[config.mk]
export PLATFORM = sky130hd
export DESIGN_NAME = ihex_rom_exporter
export DESIGN_NICKNAME = d
export VERILOG_FILES = /design/src/rtl/ihex_rom_exporter.sv
export SDC_FILE = /design/constraint.sdc
export NUM_CORES = 1
export LEC_CHECK = 0
export BUFFER_PORTS_ARGS = -buffer_cell sky130_fd_sc_hd__clkbuf_2
export CAP_MARGIN = 20
export CELL_PAD_IN_SITES_DETAIL_PLACEMENT = 0
export CELL_PAD_IN_SITES_GLOBAL_PLACEMENT = 1
export CORE_MARGIN = 2
export CORE_UTILIZATION = 47
export CTS_BUF_LIST = sky130_fd_sc_hd__clkbuf_8
export DETAILED_ROUTE_END_ITERATION = 6
export GPL_ROUTABILITY_DRIVEN = 0
export PLACE_DENSITY = 0.83
export SYNTH_ARGS = -nofsm -noshare
export SYNTH_HDL_FRONTEND = slang
export SYNTH_SLANG_ARGS = --single-unit
[constraint.sdc]
create_clock -name clk -period 4.1 [get_ports clk]
set_clock_uncertainty 0.15 [all_clocks]
set_input_delay 0 -clock clk [delete_from_list [all_inputs] [get_ports clk]]
set_output_delay 0 -clock clk [all_outputs]
set_load 0.01 [all_outputs]
[src/rtl/ihex_rom_exporter.sv]
// Streams the first byte_count bytes of the 16-bit program ROM as ASCII Intel HEX.
// The output is a registered valid/ready character stream that ends with the EOF record.
module ihex_rom_exporter #(
    parameter int ADDR_W  = 15,
    parameter int REC_LEN = 16,
    parameter int ROM_LAT = 1
) (
    input  logic              clk,
    input  logic              rst_n,
    input  logic              start,
    input  logic [ADDR_W:0]   byte_count,
    output logic              busy,
    output logic              done,
    output logic [ADDR_W-2:0] rom_addr,
    output logic              rom_rd,
    input  logic [15:0]       rom_data,
    output logic [7:0]        out_data,
    output logic              out_valid,
    input  logic              out_ready
);

    typedef enum logic [3:0] {
        IDLE, COLON, LEN, ADDR, TYPE, FETCH, DATA, CSUM, EOL, EOF_REC, DONE
    } state_t;

    localparam logic [ADDR_W:0] MAX_BYTES = {1'b1, {ADDR_W{1'b0}}};
    localparam logic [ADDR_W:0] REC_MAX   = (ADDR_W+1)'(REC_LEN);
    localparam logic [7:0]      LAT       = 8'(ROM_LAT);

    state_t            state;
    logic [ADDR_W:0]   remaining;
    logic [ADDR_W:0]   byte_addr;
    logic [7:0]        rec_left;
    logic [7:0]        csum;
    logic [7:0]        data_byte;
    logic [1:0]        digit;
    logic [3:0]        eof_idx;
    logic [7:0]        lat_cnt;

    logic              hs;
    logic [ADDR_W:0]   clamped;
    logic [ADDR_W:0]   next_addr;
    logic [15:0]       addr16;
    logic [7:0]        rec_size;
    logic [7:0]        fetched;
    logic [7:0]        cc;

    assign hs        = out_valid & out_ready;
    assign clamped   = (byte_count > MAX_BYTES) ? MAX_BYTES : byte_count;
    assign next_addr = byte_addr + 1'b1;
    assign addr16    = 16'(byte_addr);
    assign rec_size  = (remaining < REC_MAX) ? remaining[7:0] : REC_MAX[7:0];
    assign fetched   = byte_addr[0] ? rom_data[15:8] : rom_data[7:0];
    // csum already holds every byte of the record, so the checksum is its negation
    assign cc        = 8'h00 - csum;

    function automatic logic [7:0] hex_char(input logic [3:0] n);
        return (n < 4'd10) ? (8'h30 + {4'h0, n}) : (8'h37 + {4'h0, n});
    endfunction

    function automatic logic [7:0] eof_char(input logic [3:0] i);
        logic [7:0] c;
        case (i)
            4'd0:        c = 8'h3A;
            4'd8:        c = 8'h31;
            4'd9, 4'd10: c = 8'h46;
            4'd11:       c = 8'h0A;
            default:     c = 8'h30;
        endcase
        return c;
    endfunction

    always_ff @(posedge clk or negedge rst_n) begin
        if (!rst_n) begin
            state     <= IDLE;
            busy      <= 1'b0;
            done      <= 1'b0;
            rom_rd    <= 1'b0;
            rom_addr  <= '0;
            out_data  <= 8'h00;
            out_valid <= 1'b0;
            remaining <= '0;
            byte_addr <= '0;
            rec_left  <= 8'h00;
            csum      <= 8'h00;
            data_byte <= 8'h00;
            digit     <= 2'd0;
            eof_idx   <= 4'd0;
            lat_cnt   <= 8'h00;
        end else begin
            case (state)
                IDLE, DONE: begin
                    done <= 1'b0;
                    if (start) begin
                        remaining <= clamped;
                        byte_addr <= '0;
                        busy      <= 1'b1;
                        out_valid <= 1'b1;
                        out_data  <= 8'h3A;
                        digit     <= 2'd0;
                        eof_idx   <= 4'd0;
                        state     <= (clamped == '0) ? EOF_REC : COLON;
                    end else begin
                        state <= IDLE;
                    end
                end
                // The ROM word is sampled exactly ROM_LAT cycles after the read strobe
                FETCH: begin
                    rom_rd  <= 1'b0;
                    lat_cnt <= lat_cnt + 8'd1;
                    if (lat_cnt == LAT) begin
                        data_byte <= fetched;
                        csum      <= csum + fetched;
                        out_data  <= hex_char(fetched[7:4]);
                        out_valid <= 1'b1;
                        digit     <= 2'd0;
                        state     <= DATA;
                    end
                end
                default: begin
                    if (hs) begin
                        case (state)
                            COLON: begin
                                rec_left <= rec_size;
                                csum     <= rec_size;
                                out_data <= hex_char(rec_size[7:4]);
                                digit    <= 2'd0;
                                state    <= LEN;
                            end
                            LEN: begin
                                if (digit == 2'd0) begin
                                    out_data <= hex_char(rec_left[3:0]);
                                    digit    <= 2'd1;
                                end else begin
                                    out_data <= hex_char(addr16[15:12]);
                                    digit    <= 2'd0;
                                    state    <= ADDR;
                                end
                            end
                            ADDR: begin
                                digit <= digit + 2'd1;
                                case (digit)
                                    2'd0: out_data <= hex_char(addr16[11:8]);
                                    2'd1: out_data <= hex_char(addr16[7:4]);
                                    2'd2: out_data <= hex_char(addr16[3:0]);
                                    default: begin
                                        out_data <= 8'h30;
                                        csum     <= csum + addr16[15:8] + addr16[7:0];
                                        digit    <= 2'd0;
                                        state    <= TYPE;
                                    end
                                endcase
                            end
                            TYPE: begin
                                if (digit == 2'd0) begin
                                    out_data <= 8'h30;
                                    digit    <= 2'd1;
                                end else begin
                                    out_valid <= 1'b0;
                                    rom_rd    <= 1'b1;
                                    rom_addr  <= byte_addr[ADDR_W-1:1];
                                    lat_cnt   <= 8'h00;
                                    state     <= FETCH;
                                end
                            end
                            DATA: begin
                                if (digit == 2'd0) begin
                                    out_data <= hex_char(data_byte[3:0]);
                                    digit    <= 2'd1;
                                end else begin
                                    byte_addr <= next_addr;
                                    remaining <= remaining - 1'b1;
                                    rec_left  <= rec_left - 8'd1;
                                    digit     <= 2'd0;
                                    if (rec_left == 8'd1) begin
                                        out_data <= hex_char(cc[7:4]);
                                        state    <= CSUM;
                                    end else begin
                                        out_valid <= 1'b0;
                                        rom_rd    <= 1'b1;
                                        rom_addr  <= next_addr[ADDR_W-1:1];
                                        lat_cnt   <= 8'h00;
                                        state     <= FETCH;
                                    end
                                end
                            end
                            CSUM: begin
                                if (digit == 2'd0) begin
                                    out_data <= hex_char(cc[3:0]);
                                    digit    <= 2'd1;
                                end else begin
                                    out_data <= 8'h0A;
                                    digit    <= 2'd0;
                                    state    <= EOL;
                                end
                            end
                            EOL: begin
                                out_data <= 8'h3A;
                                eof_idx  <= 4'd0;
                                state    <= (remaining != '0) ? COLON : EOF_REC;
                            end
                            EOF_REC: begin
                                if (eof_idx == 4'd11) begin
                                    out_valid <= 1'b0;
                                    busy      <= 1'b0;
                                    done      <= 1'b1;
                                    state     <= DONE;
                                end else begin
                                    eof_idx  <= eof_idx + 4'd1;
                                    out_data <= eof_char(eof_idx + 4'd1);
                                end
                            end
                            default: state <= IDLE;
                        endcase
                    end
                end
            endcase
        end
    end

endmodule

==> run summary, run 1 <==
The run finished with clean final reports. The maximum net fanout on the critical path is 19. The mean area per synthesized cell is approximately 7.9 um^2. The library cell with the largest summed area after synthesis is dfrtp_1.

The worst slew margin relative to its limit is 0.369. The floorplan step defined a die boundary enclosing 17,900 um^2. For the worst-skew pair, the clock arrives at the later sink with an insertion delay of 0.40 ns. The total of buffers placed on input and output ports came out at 60. The synthesized cell area came out at 7930 um^2.

The routed layout has 7,769 vias. The share of the Yosys chip area taken by registers is 0.300. The static power due to leakage is 3.73 nW.

The worst register-to-register path has a depth of 7. Setup violations remaining at the end of the flow were counted as 0. The worst hold margin came out at 0.0264 ns. The number of antenna diodes in the final layout is 0.

The post-layout minimum cycle time is 3.18 ns. The area of the core is 16,500 um^2. The XOR/XNOR share of the synthesized area is 0.0442. The overall fraction of global-route tracks in use is 0.272. After synthesis, the largest family of logic cells by area is compound AO/OA/AOI/OAI gates. In the final routed layout, each cell accounts on average for 18.6 um. Fill cells in the final layout number roughly 1,600.

The launching element type of the critical path is a register. The number of cells on the worst hold path is 5. Setup repair after global routing left no endpoint under its margin. The critical path is of the reg2reg type. Counting along the longest clock path gives a buffer depth of 2. The initial core utilization came out at 0.480. Buffers inserted during clock tree synthesis total 9. Yosys mapped a number of flops with a built-in enable equal to 0. The half-perimeter wire length after placement came out at 17,400 um. The share of cells above drive strength 1 came out at 0.114. For the pin with the worst max-slew slack, the measured transition is ~0.95 ns. Clock-pin slew was measured on the worst setup and hold paths at 0.11 ns. The required time of the critical path came out at between 4 and 5 ns.

The first-pass GRT wire length came out at 38,500 um. The min-delay analysis places its worst path in the category in2reg. In the finished design, the share of the clock period the worst path needs comes to 0.776.

Of all flip-flops after synthesis, the portion carrying an async set or reset was 1.00. The worst setup timing slack at the placement stage came out at between 1 and 1.5 ns. STA classifies the critical path endpoint as a register. Synthesis inferred 95 register bits. After synthesis, the netlist uses 77 different library cells. The number of nets in the synthesized netlist is 1,085. Of the total synthesized cell area, the portion taken by AND, OR, NAND and NOR gates is 0.225.

The synthesized-area fraction occupied by adder cells is 0.0842. The synthesis-to-finish area growth is 12.1%. Counting every sink on the clock net gives 95. The number of global-route vias before repair came out at 7,147. Setup slack on the critical path of the routed design comes to 0.917 ns. The worst supply voltage drop on vdd came out at 144 uV.

The arrival time of the worst setup path is 3.36 ns. The post-route antenna net violation count is 0. The level count of the clock H-tree came out at 3. The area share of the leading cell type in the synthesized netlist came out at 0.300. The number of rows created at floorplan came out at 47.

The power density relative to cell area is a little under 200 nW/um^2. The placed standard-cell area is ~8400 um^2. In the synthesized netlist, the cells that appear most often are dfrtp_1, o21ai_0, nor2_1.

The initial antenna violation count came to 0. Sorting the synthesized cells by area gives the leading types as dfrtp_1, ha_1, o21ai_0. The most used flip-flop cell after synthesis is dfrtp_1.

Wires add up to 23,800 um. The sum of negative setup slack came out at 0 ns. In the routed layout, each cell is associated on average with a via count of between 6 and 7. The mux share of post-synthesis cell area came out at 0.0306.

The cell sitting at the root of the clock tree is a clkbuf_8. The number of violations of the max-capacitance limit is 0. TritonCTS built the clock tree.

The detailed-routing iteration count for the pre-antenna-repair pass came out at 5. The yosys synthesis warning count is 0. The number of placed I/O pins is 62. The net total in the final layout is 1,137. The width of the chip came out at between 100 and 150 um.

The pin count of the biggest net entering global routing is 67. The design area is 8890 um^2. The highest clock rate is 314 MHz. The number of pins with negative max-slew slack in the final report is 0.

In the routed design, unresolved DRC markers number 0. Measured along the y axis, the die boundary spans 134 um. The post-synthesis compound-gate area fraction is 0.259.

The number of DRC violations after detailed-routing iteration 0 is about 760. Synthesis handed over a netlist of 1,001 instances. The final count of hold timing violations came out at 0. After global routing the overflow that remains totals 0.
repair_timing:
item                                   in CTS  in global routing
endpoints found under the hold margin      86                  0
resized for setup                           0                  0
hold buffers                               28                  0
buffers inserted                            0                  0
path summary, 6_finish.rpt:
kind / endpoint / startpoint / slack (ns)
setup / recovery: out_data[4] / state[3] / 0.92
hold / removal: done / out_ready / 0.03
setup reg to reg: out_data[4] / state[3] / 0.92
max in group asynchronous: lat_cnt[6] / rst_n / 2.70
hold reg to reg: rom_rd / rom_rd / 0.35
min in group asynchronous: remaining[5] / rst_n / 0.12
state kept, by name, indices dropped and copies added, names as in the netlist, 2 cells and up:
| register | cells |
|---|---|
| out_data | 7 |
| digit | 2 |
| state | 4 |
| rec_left | 8 |
| addr16 | 16 |
| csum | 8 |
| remaining | 16 |
| eof_idx | 4 |
| lat_cnt | 8 |
| data_byte | 4 |
| rom_addr | 14 |
routing by layer:
layer,vias up,part of all wire,GRT usage
met2,252,0.47,0.434
met4,0,0.028,0.105
met3,38,0.051,0.0314
met5,-,0,0
li1,3754,-,-
met1,3725,0.45,0.379
cell families after synthesis:
group | count (synthesis)
simple gates | 355
other cells | 1
flops | 95
mux | 23
buf+inv | 116
fa+ha+maj | 48
compound gates | 323
xor+xnor | 40
cells in the final DEF, fill, tap and decap left out, types with 5 or more instances in the layout:
| master | instances |
|---|---|
| o21ai_0 | 95 |
| dfrtp_1 | 95 |
| nor2_1 | 92 |
| nand2_1 | 91 |
| a21oi_1 | 82 |
| clkbuf_2 | 59 |
| inv_1 | 49 |
| ha_1 | 39 |
| dlygate4sd3_1 | 28 |
| xnor2_1 | 27 |
| nand3_1 | 26 |
| nor3_1 | 26 |
| a31oi_1 | 22 |
| buf_4 | 22 |
| nor2b_1 | 17 |
| and2_1 | 15 |
| a32oi_1 | 14 |
| xor2_1 | 13 |
| mux2i_1 | 13 |
| nand2b_1 | 12 |
| nand4_1 | 12 |
| or3_1 | 11 |
| nor3b_1 | 10 |
| nor4_1 | 10 |
| o211ai_1 | 10 |
| mux2_2 | 9 |
| a211oi_1 | 9 |
| fa_1 | 9 |
| clkbuf_8 | 9 |
| o22ai_1 | 8 |
| o21bai_1 | 7 |
| a22oi_1 | 7 |
| o31ai_1 | 6 |
| a21o_1 | 6 |
| o21a_1 | 6 |
| or4_1 | 5 |
| and3_1 | 5 |
| a311oi_1 | 5 |
critical path, stage by stage (launching register included):
cell and delay [ns]:
dfrtp_1 0.73, buf_4 0.31, nand2b_1 0.19, a31o_2 0.28, a221oi_1 0.35, nand4_1 0.54, mux2_2 0.46, a21oi_1 0.12
report_power, final:
group | leakage, nW | total [mW] | internal [mW] | switching (mW)
clock network | 0.0871 | 0.624 | 0.229 | 0.395
logic | 2.45 | 0.185 | 0.0784 | 0.106
registers | 1.19 | 0.951 | 0.941 | 0.0100
final cells by class:
cell class | count | area (um^2) | area share
clock inverter | 7 | 57.6 | 0.00647
clock buffer | 9 | 124 | 0.0139
multi-input combinational | 790 | 5140 | 0.578
tap | 220 | 275 | 0.0310
inverter | 48 | 180 | 0.0203
timing repair buffer | 109 | 741 | 0.0833
sequential | 95 | 2380 | 0.267
through the flow:
stage                     power (mW)  instances   util
after detailed placement        1.13       1234  0.510
after global routing            1.83       1278  0.538
after global placement          1.13       1234  0.510
after CTS                       1.77       1278  0.538
final                           1.76       1278  0.538
after floorplan                 1.06       1001      -
Power figures use the tool's default switching activity.
==> run 2: changes to the inputs <==
==> constraint.sdc (replaced) <==
create_clock -name clk -period 3.3 [get_ports clk]
set_clock_uncertainty 0.15 [all_clocks]
set_input_delay 0 -clock clk [delete_from_list [all_inputs] [get_ports clk]]
set_output_delay 0 -clock clk [all_outputs]
set_load 0.01 [all_outputs]
==> run 2 against run 1 <==
Combinational power grew 29%. Highest routed layer unchanged. Sequential power is 24% higher. Sequential cell count stayed put. Hold slack improved by 0.015 ns.
==> run summary, run 2 (same netlist as run 1, synthesis figures left out) <==
The run finished with clean final reports. The die covers 17,900 um^2. The number of global-route vias before repair came out at 7,424. The post-layout minimum cycle time came out at 3.06 ns.

Walking the worst path, the cells encountered are buf_4 > mux2i_1 > dlygate4sd3_1 > buf_4 > fa_1 > nor2b_1 > o21a_1 > o21ai_0 > mux2i_1 > o211ai_1 > a2bb2oi_1. The library cells used most frequently in the layout, excluding fill and tap cells, are o21ai_0, dfrtp_1, nor2_1, nand2_1, a21oi_1. The period utilization came out at 0.928. The post-route antenna net violation count is 0. The clock slew at the register clock pins of the worst setup and hold paths is roughly 0.11 ns.

TritonCTS built the clock tree. The die is around 130 um tall. The cell sitting at the root of the clock tree is a clkbuf_8.

The largest buffer count on any clock path is 2. The tightest min-delay check is of the in2reg type. The number of placed I/O pins is 62. Across the whole layout, storage elements account for 2380 um^2. From synthesis to final layout, the design area changed by 14.4%.

The number of rows created at floorplan is 47. After detailed routing, the number of vias per cell comes to 6.01. The multi-input gate area in the final layout came out at 5140 um^2. The count of unresolved DRC violations after routing is 0. The slew at the pin closest to its max-slew limit is 0.881 ns. The clock tree synthesis step divided the H-tree into 3 levels. The maximum net fanout on the critical path is 20. By startpoint and endpoint, the worst setup path is classified as reg2reg. Measured against its own limit, the worst slew margin works out to 0.413.

The routed wire length per instance is 19.2 um. The arrival time of the worst setup path is 3.25 ns. The worst setup timing slack at the placement stage came out at 0.432 ns. The routed via count is 7,816. The worst hold margin is approximately 0.041 ns. The total wire length after detailed routing came out at 25,000 um.

The total of buffers placed on input and output ports came out at 60. The overall fraction of global-route tracks in use came out at 0.285. The sum of negative setup slack came out at 0 ns. The design area is 9080 um^2. Setup repair after global routing left no endpoint under its margin. The net count of the finished layout is 1,159. Entering global routing, the biggest net connects 68 pins. The highest clock rate came out at 327 MHz. The number of DRC violations after detailed-routing iteration 0 came out at 640. The final critical-path setup slack is about 0.24 ns.

The final count of hold timing violations came to 0. Setup violations remaining at the end of the flow were counted as 0. The clock sink count is 95. Before antenna repair, the detailed router went through 5 iterations. The number of buffers inserted during clock tree synthesis is 9.

The worst supply voltage drop on vdd came out at between 150 and 200 uV. The share of cells above drive strength 1 came out at 0.132. The remaining global-route overflow came out at 0. The placed standard-cell area is approximately 8600 um^2. On the worst path, the slowest cell contributes a delay of 0.58 ns.

The number of antenna cells inserted is 0. The number of filler instances in the final layout came out at 1,570. The worst setup path is launched from a register. The number of pins with negative max-slew slack in the final report came out at 0.

The half-perimeter wire length after placement came out at 18,400 um. For this design the static power due to leakage is 3.84 nW. The cell type of the slowest stage on the worst timing path is dlygate4sd3_1. The power density relative to cell area is 247 nW/um^2. The post-cts resize count came out at 0.

The total area inside the core boundary comes to 16,500 um^2. STA classifies the critical path endpoint as a register. The first global-routing pass estimated 40,100 um of wire. The gate family responsible for the most delay along the worst path is buffers and inverters.

The die is 134 um wide. The number of violations of the max-capacitance limit is 0. The count of buffering cells on the critical path with inverters included is 3.

The clock latency reported for the late side of the worst-skew pair came out at slightly above 0.4 ns. The initial antenna violation count came out at 0. The initial core utilization came out at 0.480.

Data on the critical path is required at its endpoint by 3.49 ns.
==> run 2: cell count changes in the layout (fill, tap and decap cells not counted), sizes merged <==
| cell | previous run | this run |
|---|---|---|
| buf | 22 | 43 |
| clkinv | 0 | 4 |
| clkinvlp | 3 | 0 |
| dlygate4sd3 | 28 | 29 |
| inv | 52 | 51 |
==> run 2: per-layer routing <==
| metal | vias to the layer above | share of wire | GRT usage |
|---|---|---|---|
| met5 | - | 0 | 0 |
| met4 | 0 | 0.032 | 0.114 |
| met3 | 46 | 0.046 | 0.0397 |
| met2 | 244 | 0.47 | 0.472 |
| met1 | 3731 | 0.45 | 0.378 |
| li1 | 3795 | - | - |
==> run 2: final timing paths <==
path	startpoint	end	slack, ns	cells past startpoint
setup / recovery	addr16[0]	csum[6]	0.24	11
hold / removal	out_ready	busy	0.04	4
setup reg to reg	addr16[0]	csum[6]	0.24	11
hold reg to reg	rom_rd	rom_rd	0.34	1
max in group asynchronous	rst_n	out_data[3]	2.14	3
min in group asynchronous	rst_n	remaining[2]	0.08	2
==> run 2: worst register-to-register path, delay by kind of cell (launching register included) <==
family                     cells  cell delay (ns)
muxes                          2             0.31
adders and majority gates      1             0.40
AOI/OAI and AO/OA              4             0.64
DFF                            1             0.39
buffers and inverters          3             0.95
and+or+nand+nor                1             0.17
==> run 2: timing repair <==
item / in CTS / in global routing
hold endpoints to repair: 86 / 0
hold buffers: 29 / 0
buffers inserted: 0 / 0
==> run 2: power breakdown <==
part           internal, mW  switching [mW]  leakage (nW)
Combinational         0.102           0.137          2.55
Clock                 0.298           0.527         0.101
Sequential             1.17          0.0114          1.19
Total                  1.57           0.675          3.84
==> run 2: metrics by stage <==
stage	utilization	total power, mW	instances
after floorplan	-	1.32	1001
after global placement	0.520	1.41	1255
after detailed placement	0.520	1.41	1255
after CTS	0.549	2.26	1300
after global routing	0.549	2.32	1300
final	0.549	2.24	1300
==> run 2: final cells by class <==
class / instances / share of cell area
clock buffer: 9 / 0.0136
clock inverter: 7 / 0.00813
inverter: 48 / 0.0199
multi-input combinational: 790 / 0.566
timing repair buffer: 131 / 0.100
tap: 220 / 0.0303
sequential: 95 / 0.262
